===== config.mk =====
export PLATFORM = sky130hd
export DESIGN_NAME = gf256_inverse_iter
export DESIGN_NICKNAME = d
export VERILOG_FILES = /design/src/rtl/gf256_inverse_iter.sv
export SDC_FILE = /design/constraint.sdc
export NUM_CORES = 1
export LEC_CHECK = 0
export ABC_AREA = 1
export BUFFER_PORTS_ARGS = -buffer_cell sky130_fd_sc_hd__buf_2
export CAP_MARGIN = 20
export CORE_UTILIZATION = 50
export CTS_CLUSTER_DIAMETER = 30
export CTS_CLUSTER_SIZE = 20
export DETAILED_ROUTE_END_ITERATION = 16
export PLACE_DENSITY = 0.73
export SYNTH_ARGS = -nofsm -noshare
export SYNTH_HDL_FRONTEND = slang
export SYNTH_SLANG_ARGS = --single-unit

===== constraint.sdc =====
create_clock -name clk -period 5.3 [get_ports clk]
set_input_delay 1.06 -clock clk [delete_from_list [all_inputs] [get_ports clk]]
set_output_delay 1.06 -clock clk [all_outputs]
set_load 0.05 [all_outputs]

===== src/rtl/gf256_inverse_iter.sv =====
`default_nettype none
// ============================================================================
//  Module      : gf256_inverse_iter
//  Description : Iterative GF(2^8) multiplicative inverter. Computes
//                x^254 mod {1,POLY} by MSB-first square-and-multiply, one
//                exponent bit per clock, with valid/ready on both sides.
//  Revision    : 1.0 - initial release
// ============================================================================
module gf256_inverse_iter #(
    parameter logic [7:0] POLY = 8'h1B
) (
    input  logic       clk,
    input  logic       reset_n,
    input  logic       in_valid,
    output logic       in_ready,
    input  logic [7:0] byte_in,
    output logic       out_valid,
    input  logic       out_ready,
    output logic [7:0] byte_out,
    output logic       busy
);

    // ------------------------------------------------------------------------
    // State encoding and constants
    // ------------------------------------------------------------------------
    localparam logic [1:0] ST_IDLE = 2'd0;
    localparam logic [1:0] ST_CALC = 2'd1;
    localparam logic [1:0] ST_DONE = 2'd2;

    // Exponent 254 = 8'b1111_1110, walked MSB first by cnt_q.
    localparam logic [7:0] C_EXP     = 8'hFE;
    localparam logic [7:0] C_ONE     = 8'h01;
    localparam logic [2:0] C_CNT_TOP = 3'd7;

    // ------------------------------------------------------------------------
    // Field arithmetic
    // ------------------------------------------------------------------------

    // Multiply by x and reduce once.
    function automatic logic [7:0] f_xtime(input logic [7:0] a);
        f_xtime = {a[6:0], 1'b0} ^ (a[7] ? POLY : 8'h00);
    endfunction

    // General GF(2^8) multiply: shift-and-add with on-the-fly reduction.
    function automatic logic [7:0] f_gfmul(input logic [7:0] a, input logic [7:0] b);
        logic [7:0] acc;
        logic [7:0] sh;
        acc = 8'h00;
        sh  = a;
        for (int i = 0; i < 8; i++) begin
            if (b[i]) begin
                acc = acc ^ sh;
            end
            sh = f_xtime(sh);
        end
        f_gfmul = acc;
    endfunction

    // Squaring is linear in GF(2): spread bits to even positions, then fold
    // the upper seven bits back down with the reduction polynomial.
    function automatic logic [7:0] f_gfsq(input logic [7:0] a);
        logic [15:0] s;
        s = 16'h0000;
        for (int i = 0; i < 8; i++) begin
            s[2*i] = a[i];
        end
        for (int i = 14; i >= 8; i--) begin
            if (s[i]) begin
                s = s ^ ({8'h01, POLY} << (i - 8));
            end
        end
        f_gfsq = s[7:0];
    endfunction

    // ------------------------------------------------------------------------
    // Registers
    // ------------------------------------------------------------------------
    logic [1:0] state_q;
    logic [1:0] state_d;
    logic [7:0] op_q;
    logic [7:0] op_d;
    logic [7:0] acc_q;
    logic [7:0] acc_d;
    logic [2:0] cnt_q;
    logic [2:0] cnt_d;

    // Datapath: one squarer feeding one multiplier.
    logic [7:0] sq_w;
    logic [7:0] mul_operand_w;
    logic [7:0] prod_w;

    assign sq_w          = f_gfsq(acc_q);
    assign mul_operand_w = C_EXP[cnt_q] ? op_q : C_ONE;
    assign prod_w        = f_gfmul(sq_w, mul_operand_w);

    // State register: synchronous active-low reset returns to IDLE.
    always_ff @(posedge clk) begin
        if (!reset_n) begin
            state_q <= ST_IDLE;
        end else begin
            state_q <= state_d;
        end
    end

    // Next-state logic.
    always_comb begin
        state_d = state_q;
        case (state_q)
            ST_IDLE: begin
                if (in_valid) begin
                    state_d = ST_CALC;
                end
            end
            ST_CALC: begin
                if (cnt_q == 3'd0) begin
                    state_d = ST_DONE;
                end
            end
            ST_DONE: begin
                if (out_ready) begin
                    state_d = ST_IDLE;
                end
            end
            default: begin
                state_d = ST_IDLE;
            end
        endcase
    end

    // Datapath next-state: capture on accept, one square-and-multiply per CALC cycle.
    always_comb begin
        op_d  = op_q;
        acc_d = acc_q;
        cnt_d = cnt_q;
        case (state_q)
            ST_IDLE: begin
                if (in_valid) begin
                    op_d  = byte_in;
                    acc_d = C_ONE;
                    cnt_d = C_CNT_TOP;
                end
            end
            ST_CALC: begin
                acc_d = prod_w;
                cnt_d = cnt_q - 3'd1;
            end
            default: begin
                op_d  = op_q;
            end
        endcase
    end

    // Datapath registers.
    always_ff @(posedge clk) begin
        if (!reset_n) begin
            op_q  <= 8'h00;
            acc_q <= 8'h00;
            cnt_q <= 3'd0;
        end else begin
            op_q  <= op_d;
            acc_q <= acc_d;
            cnt_q <= cnt_d;
        end
    end

    // Outputs decode from state and registered accumulator only.
    always_comb begin
        in_ready  = (state_q == ST_IDLE);
        out_valid = (state_q == ST_DONE);
        busy      = (state_q == ST_CALC) || (state_q == ST_DONE);
        byte_out  = (state_q == ST_DONE) ? acc_q : 8'h00;
    end

endmodule
`default_nettype wire

==> results.sh, run 1 <==
export IMPL_start_util_pct=52.6
export IMPL_worst_slew_pin_transition_ns=0.764
export IMPL_timing_rr_start="acc_q[5]$_SDFFE_PN0P_"
export IMPL_skew_ns=0.00883
export IMPL_antenna_found_initial=0
export IMPL_start_kind="register"
export IMPL_postCtsHoldBufs=0
export IMPL_yosysMostFrequentCell="nand2_1"
export IMPL_wirelength_mm=6.99
export IMPL_synthTopCellsByArea="nand2_1 (27%), dfxtp_1 (16%), nand3_1 (11%)"
export IMPL_critPathKind="reg2reg"
export IMPL_setup_tns_ns=0
export IMPL_syn_nets=525
export IMPL_hold_depth=2
export IMPL_period_share_pct=47.2
export IMPL_die_w_um=75.8
export IMPL_finalCriticalPeriod_ns=2.50
export IMPL_first_pass_iters=6
export IMPL_status="finished clean"
export IMPL_port_buffers=22
export IMPL_drc=0
export IMPL_synthCells=508
export IMPL_root_buffer="clkbuf_8"
export IMPL_ant_nets=0
export IMPL_reg2regPathDepth=15
export IMPL_cts_buffers=3
export IMPL_drt_initial_drc_count=263
export IMPL_n_antenna_cell=0
export IMPL_nets=543
export IMPL_boundaryPins=23
export IMPL_irDropWorstVdd_uv=155
export IMPL_synth_edf_count=0
export IMPL_yosys_warnings=0
export IMPL_hp_class="reg2reg"
export IMPL_groute_usage_overall_pct=25.7
export IMPL_end_kind="register"
export IMPL_final_setup_viol_count=0
export IMPL_relSlewSlack_pct=48.9
export IMPL_p_leak_nw=1.57
export IMPL_max_freq_ghz=0.399
export IMPL_grt_pass1_wl_mm=11.4
export IMPL_cts_tree="yes"
export IMPL_async_flop_share_pct=0
export IMPL_rows=26
export IMPL_yosysUniqueCellTypes=32
export IMPL_seqCellArea_um2=440
export IMPL_synth_top_cell_by_area="nand2_1"
export IMPL_yosys_area_top_type_share_pct=26.7
export IMPL_place_hpwl_mm=5.66
export IMPL_multiInputGateArea_um2=1930
export IMPL_h_tree_depth=1
export IMPL_via_per_inst=5.18
export IMPL_synth_main_ff_cell="dfxtp_1"
export IMPL_r2r_end="acc_q[2]$_SDFFE_PN0P_"
export IMPL_synth_seq_area_share_pct=16.2
export IMPL_final_util_pct=56.6
export IMPL_cts_setup_buffers=0
export IMPL_worstPathMaxFanout=11
export IMPL_fill_cells=531
export IMPL_worstSkewPairLatency_ns=0.26
export IMPL_drv_slew=0
export IMPL_ys_seq_elements=22
export IMPL_cts_path_max_buffers=2
export IMPL_grt_max_degree=14
export IMPL_rsz0062_at_grt="no"
export IMPL_syn_area_um2=2720
export IMPL_grt_pass1_vias=2561
export IMPL_layout_area_overhead_vs_synth_pct=7.58
export IMPL_cts_resized_gates=0
export IMPL_grt_overflow_total=0
export IMPL_dieArea_um2=5740
export IMPL_drive_above_1_share_pct=11.0
export IMPL_arrival_ns=2.65
export IMPL_synth_commonest_cells="nand2_1 (194), inv_1 (68), nand3_1 (62)"
export IMPL_hold_viol_final=0
export IMPL_p_per_area_nw_per_um2=219
export IMPL_maxCapViolations=0
export IMPL_core_area_um2=5170
export IMPL_reg2reg_slack_ns=2.80
export IMPL_hold_path_endpoint="op_q[0]$_SDFFE_PN0P_"
export IMPL_num_vias=3082
export IMPL_hold_start="op_q[0]$_SDFFE_PN0P_"
export IMPL_syn_area_per_cell_um2=5.36
export IMPL_gp_congestion=0.917
export IMPL_die_y_um=75.8
export IMPL_clkTransAtPathRegs_ns=0.09
export IMPL_cp_required_ns=5.45
export IMPL_cts_sink_count=22
export IMPL_wl_per_cell_um=11.7
through the flow:
| step | hold slack [ns] | worst slack [ns] | area [µm²] | std cells | power (mW) |
|---|---|---|---|---|---|
| floorplan | 0.429 | 2.71 | 2720 | 508 | 0.425 |
| global placement | 0.449 | 2.85 | 2860 | 591 | 0.479 |
| detailed placement | 0.456 | 2.80 | 2860 | 591 | 0.484 |
| CTS | 0.468 | 2.81 | 2930 | 595 | 0.640 |
| global route | 0.500 | 2.49 | 2930 | 595 | 0.686 |
| finish | 0.463 | 2.80 | 2930 | 595 | 0.643 |
layout by cell type, fill, tap and decap left out:
master     count
nand2_1      194
inv_1         68
nand3_1       62
nor2_1        49
dfxtp_1       22
buf_2         22
nand2_2       18
xor2_1        14
o21ai_0       12
a21oi_1       12
nand3b_1       6
xnor2_1        6
nand4_1        5
ha_1           5
inv_2          4
nand3_2        4
or2_1          3
clkbuf_8       3
nand2_4        2
clkinv_1       2
o21ai_1        2
inv_6          1
o21ai_2        1
nand3b_4       1
a22oi_1        1
nor2_2         1
o21bai_1       1
a211oi_1       1
a221oi_1       1
or3_1          1
bufinv_16      1
metal layers:
metal	wire, µm	GRT usage (%)	vias to the layer above
met5	0	0	-
met4	106	7.41	0
met3	336	2.38	13
met2	3300	44.4	92
met1	3250	33.8	1368
li1	-	-	1609
critical path, cell delays in order (launching register included):
cell and delay, ns:
dfxtp_1 0.52, inv_1 0.19, nand2_1 0.10, nand2_1 0.09, nand2_1 0.08, nand3_1 0.12, nand2_1 0.35, nand2_1 0.12
nand2_1 0.11, nor2_1 0.05, xor2_1 0.15, or2_1 0.24, nand2_1 0.07, nand2_1 0.05, nand3_1 0.07, a21oi_1 0.06
power breakdown:
part / total (mW) / internal, mW / leakage [nW] / switching, mW
registers: 0.201 / 0.184 / 0.181 / 0.0167
logic: 0.285 / 0.0798 / 1.36 / 0.206
clock network: 0.157 / 0.101 / 0.0357 / 0.0557
how the worst max path moves through the flow:
stage                            start               endpoint  slack (ns)  cells after the start
5_1_grt          acc_q[5]$_SDFFE_PN0P_  acc_q[6]$_SDFFE_PN0P_        2.49                     16
3_5_place_dp                  in_valid               register        2.80                      6
6_report         acc_q[5]$_SDFFE_PN0P_  acc_q[2]$_SDFFE_PN0P_        2.80                     15
3_3_place_gp                  in_valid               register        2.85                      6
2_1_floorplan  state_q[0]$_SDFFE_PN0P_            byte_out[0]        2.71                      5
4_1_cts          acc_q[5]$_SDFFE_PN0P_  acc_q[2]$_SDFFE_PN0P_        2.81                     15
layout make-up:
class	instances	share of cell area [%]
flip-flops and latches	22	15.0
inverters	75	9.78
clock inverters	1	1.03
clock buffers	3	1.41
well taps	70	2.99
multi-input cells	402	66.0
repair buffers	22	3.76
cells by family (layout without fill, tap and decap cells):
| family | Yosys count | after routing | synth area share (%) |
|---|---|---|---|
| DFF | 22 | 22 | 16.2 |
| buffers and inverters | 84 | 101 | 12.8 |
| xor gates and xnor gates | 20 | 20 | 6.43 |
| AOI/OAI and AO/OA | 31 | 31 | 6.25 |
| and+or+nand+nor | 346 | 346 | 56.0 |
| adders and majority gates | 5 | 5 | 2.30 |
sequential cells by signal (all words and copies together) (netlist names), named ones only:
name / cells
acc_q: 8
op_q: 8
cnt_q: 3
state_q: 2
No activity file was read; power rests on OpenSTA's default activity.
==> run 2: changes to the inputs <==
- PLACE_DENSITY: 0.73 -> 0.75
- clock period: 5.3 -> 2.1 ns (I/O delays scaled with it)
==> results.sh, run 2 (synthesis results as in run 1) <==
export IMPL_crit_path_frequent_cell="nand2_1"
export IMPL_start_util_pct=52.6
export IMPL_hold_path_endpoint="op_q[3]$_SDFFE_PN0P_"
export IMPL_status="complete, but fails checks"
export IMPL_grt_overflow_total=0
export IMPL_worstSkewPairLatency_ns=0.26
export IMPL_timing_rr_start="acc_q[6]$_SDFFE_PN0P_"
export IMPL_first_pass_iters=5
export IMPL_violations="setup timing"
export IMPL_grt_pass1_vias=2909
export IMPL_rows=26
export IMPL_gp_congestion=0.953
export IMPL_clkTransAtPathRegs_ns=0.08
export IMPL_n_antenna_cell=0
export IMPL_hold_start="byte_in[3]"
export IMPL_grt_max_degree=13
export IMPL_hold_depth=3
export IMPL_layout_commonest_cell="nand2_1"
export IMPL_cp_required_ns=2.29
export IMPL_nets=595
export IMPL_cts_path_max_buffers=2
export IMPL_maxCapViolations=0
export IMPL_groute_usage_overall_pct=29.6
export IMPL_start_kind="register"
export IMPL_wirelength_mm=8.43
export IMPL_final_cell_mix="nand2_1 (164), inv_1 (66), buf_4 (48), nand3_1 (46), nor2_1 (44)"
export IMPL_p_per_area_nw_per_um2=491
export IMPL_r2r_end="acc_q[4]$_SDFFE_PN0P_"
export IMPL_die_y_um=75.8
export IMPL_via_per_inst=5.21
export IMPL_arrival_ns=2.34
export IMPL_cts_sink_count=22
export IMPL_num_vias=3370
export IMPL_power_frac_comb_pct=55.1
export IMPL_boundaryPins=23
export IMPL_finalCriticalPeriod_ns=2.15
export IMPL_cts_tree="yes"
export IMPL_seq_power_share_pct=27.9
export IMPL_reg2regPathDepth=19
export IMPL_drt_initial_drc_count=308
export IMPL_path_cells="buf_12 > inv_8 > nand2_1 > nand2_2 > buf_4 > nand3_1 > nand2_2 > buf_4 > nand4_1 > buf_4 > nand3b_4 > nand2_1 > nand2_2 > nand2_1 > nand2_1 > nand2_1 > nand2_1 > nand3_1 > a21oi_1"
export IMPL_sw_frac_of_total_pct=45.1
export IMPL_p_leak_nw=1.90
export IMPL_critPathKind="reg2reg"
export IMPL_power_internal_mw=0.976
export IMPL_cts_buffers=3
export IMPL_critPathMaxStageDelay_ns=0.33
export IMPL_final_cell_area_um2=3620
export IMPL_dieArea_um2=5740
export IMPL_cp_startpoint="acc_q[6]$_SDFFE_PN0P_"
export IMPL_antenna_found_initial=0
export IMPL_place_hpwl_mm=6.41
export IMPL_root_buffer="clkbuf_8"
export IMPL_irDropWorstVdd_uv=527
export IMPL_drc=0
export IMPL_wl_per_cell_um=13.0
export IMPL_port_buffers=22
export IMPL_relSlewSlack_pct=70.7
export IMPL_hold_viol_final=0
export IMPL_end_kind="register"
export IMPL_netSwitchingPower_mw=0.802
export IMPL_reg2reg_slack_ns=-0.05
export IMPL_core_area_um2=5170
export IMPL_power_mw=1.78
export IMPL_rsz0062_at_grt="yes"
export IMPL_grt_pass1_wl_mm=12.9
export IMPL_largest_registers="acc_q: 8 flops, op_q: 8 flops, cnt_q: 3 flops"
export IMPL_clockPowerShare_pct=16.9
export IMPL_setup_slack_ns=-0.0511
export IMPL_worstPathMaxFanout=8
export IMPL_hp_class="in2reg"
export IMPL_final_setup_viol_count=3
export IMPL_drive_above_1_share_pct=29.6
export IMPL_setup_tns_ns=-0.0970
export IMPL_skew_ns=0.00212
export IMPL_drv_slew=0
export IMPL_max_freq_ghz=0.465
export IMPL_h_tree_depth=1
export IMPL_period_share_pct=102
export IMPL_post_dp_cell_area_um2=3180
export IMPL_layout_area_overhead_vs_synth_pct=33.0
export IMPL_worst_slew_pin_transition_ns=0.435
export IMPL_ant_nets=0
export IMPL_crit_slowest_cell="dfxtp_2"
export IMPL_die_w_um=75.8
[run 2: cell types whose count changed in the layout (fill, tap and decap cells not counted), sizes merged]
cell    previous run  this run
clkbuf             3         4
bufinv             1         0
buf               22        74
[run 2: worst max path at each step]
stage,end,cells after the start
after global routing,acc_q[6]$_SDFFE_PN0P_,14
after floorplan,register,8
after CTS,acc_q[6]$_SDFFE_PN0P_,19
final,acc_q[4]$_SDFFE_PN0P_,19
after global placement,acc_q[6]$_SDFFE_PN0P_,17
after detailed placement,acc_q[6]$_SDFFE_PN0P_,19
[run 2: power by group through the flow]
stage / logic (mW) / clock network, mW / registers, mW
5_1_grt: 1.08 / 0.333 / 0.502
3_3_place_gp: 0.822 / 0 / 0.505
2_1_floorplan: 0.580 / 0 / 0.493
6_report: 0.980 / 0.301 / 0.496
4_1_cts: 0.877 / 0.305 / 0.494
3_5_place_dp: 0.838 / 0 / 0.506
[run 2: through the flow]
step | util, % | hold WS, ns | cells | setup slack, ns
2_1_floorplan | - | 0.429 | 508 | 0.105
3_3_place_gp | 61.4 | 0.451 | 632 | -0.131
3_5_place_dp | 61.4 | 0.457 | 632 | -0.124
4_1_cts | 64.3 | 0.408 | 641 | 0.00501
5_1_grt | 70.0 | 0.443 | 647 | -0.207
6_report | 70.0 | 0.405 | 647 | -0.0511
[run 2: worst max-delay path: cells and delay by family, from the launching register on]
kind	cells	cell delay, ns
AOI/OAI and AO/OA	1	0.12
buffers and inverters	5	0.63
DFF	1	0.33
and+or+nand+nor	13	0.98
[run 2: layout make-up]
class,instances,area [µm²]
timing repair buffer,74,518
tap,70,87.6
clock buffer,4,55.1
inverter,75,292
multi-input combinational,402,2220
fill,468,1550
sequential,22,452
[run 2: per-layer routing]
metal | share of wire [%] | vias up | global-route usage [%]
li1 | - | 1714 | -
met1 | 44 | 1514 | 36.9
met2 | 48 | 115 | 52.5
met3 | 5.2 | 27 | 2.91
met4 | 3.4 | 0 | 10.7
met5 | 0 | - | 0
[run 2: what timing repair did]
action | 4_1_cts | 5_1_grt
pin swaps | 5 | 38
gates resized for setup | 18 | 67
setup endpoints to repair | 7 | 8
cloned | 0 | 1
buffers inserted | 5 | 5
hold buffers | 0 | 0
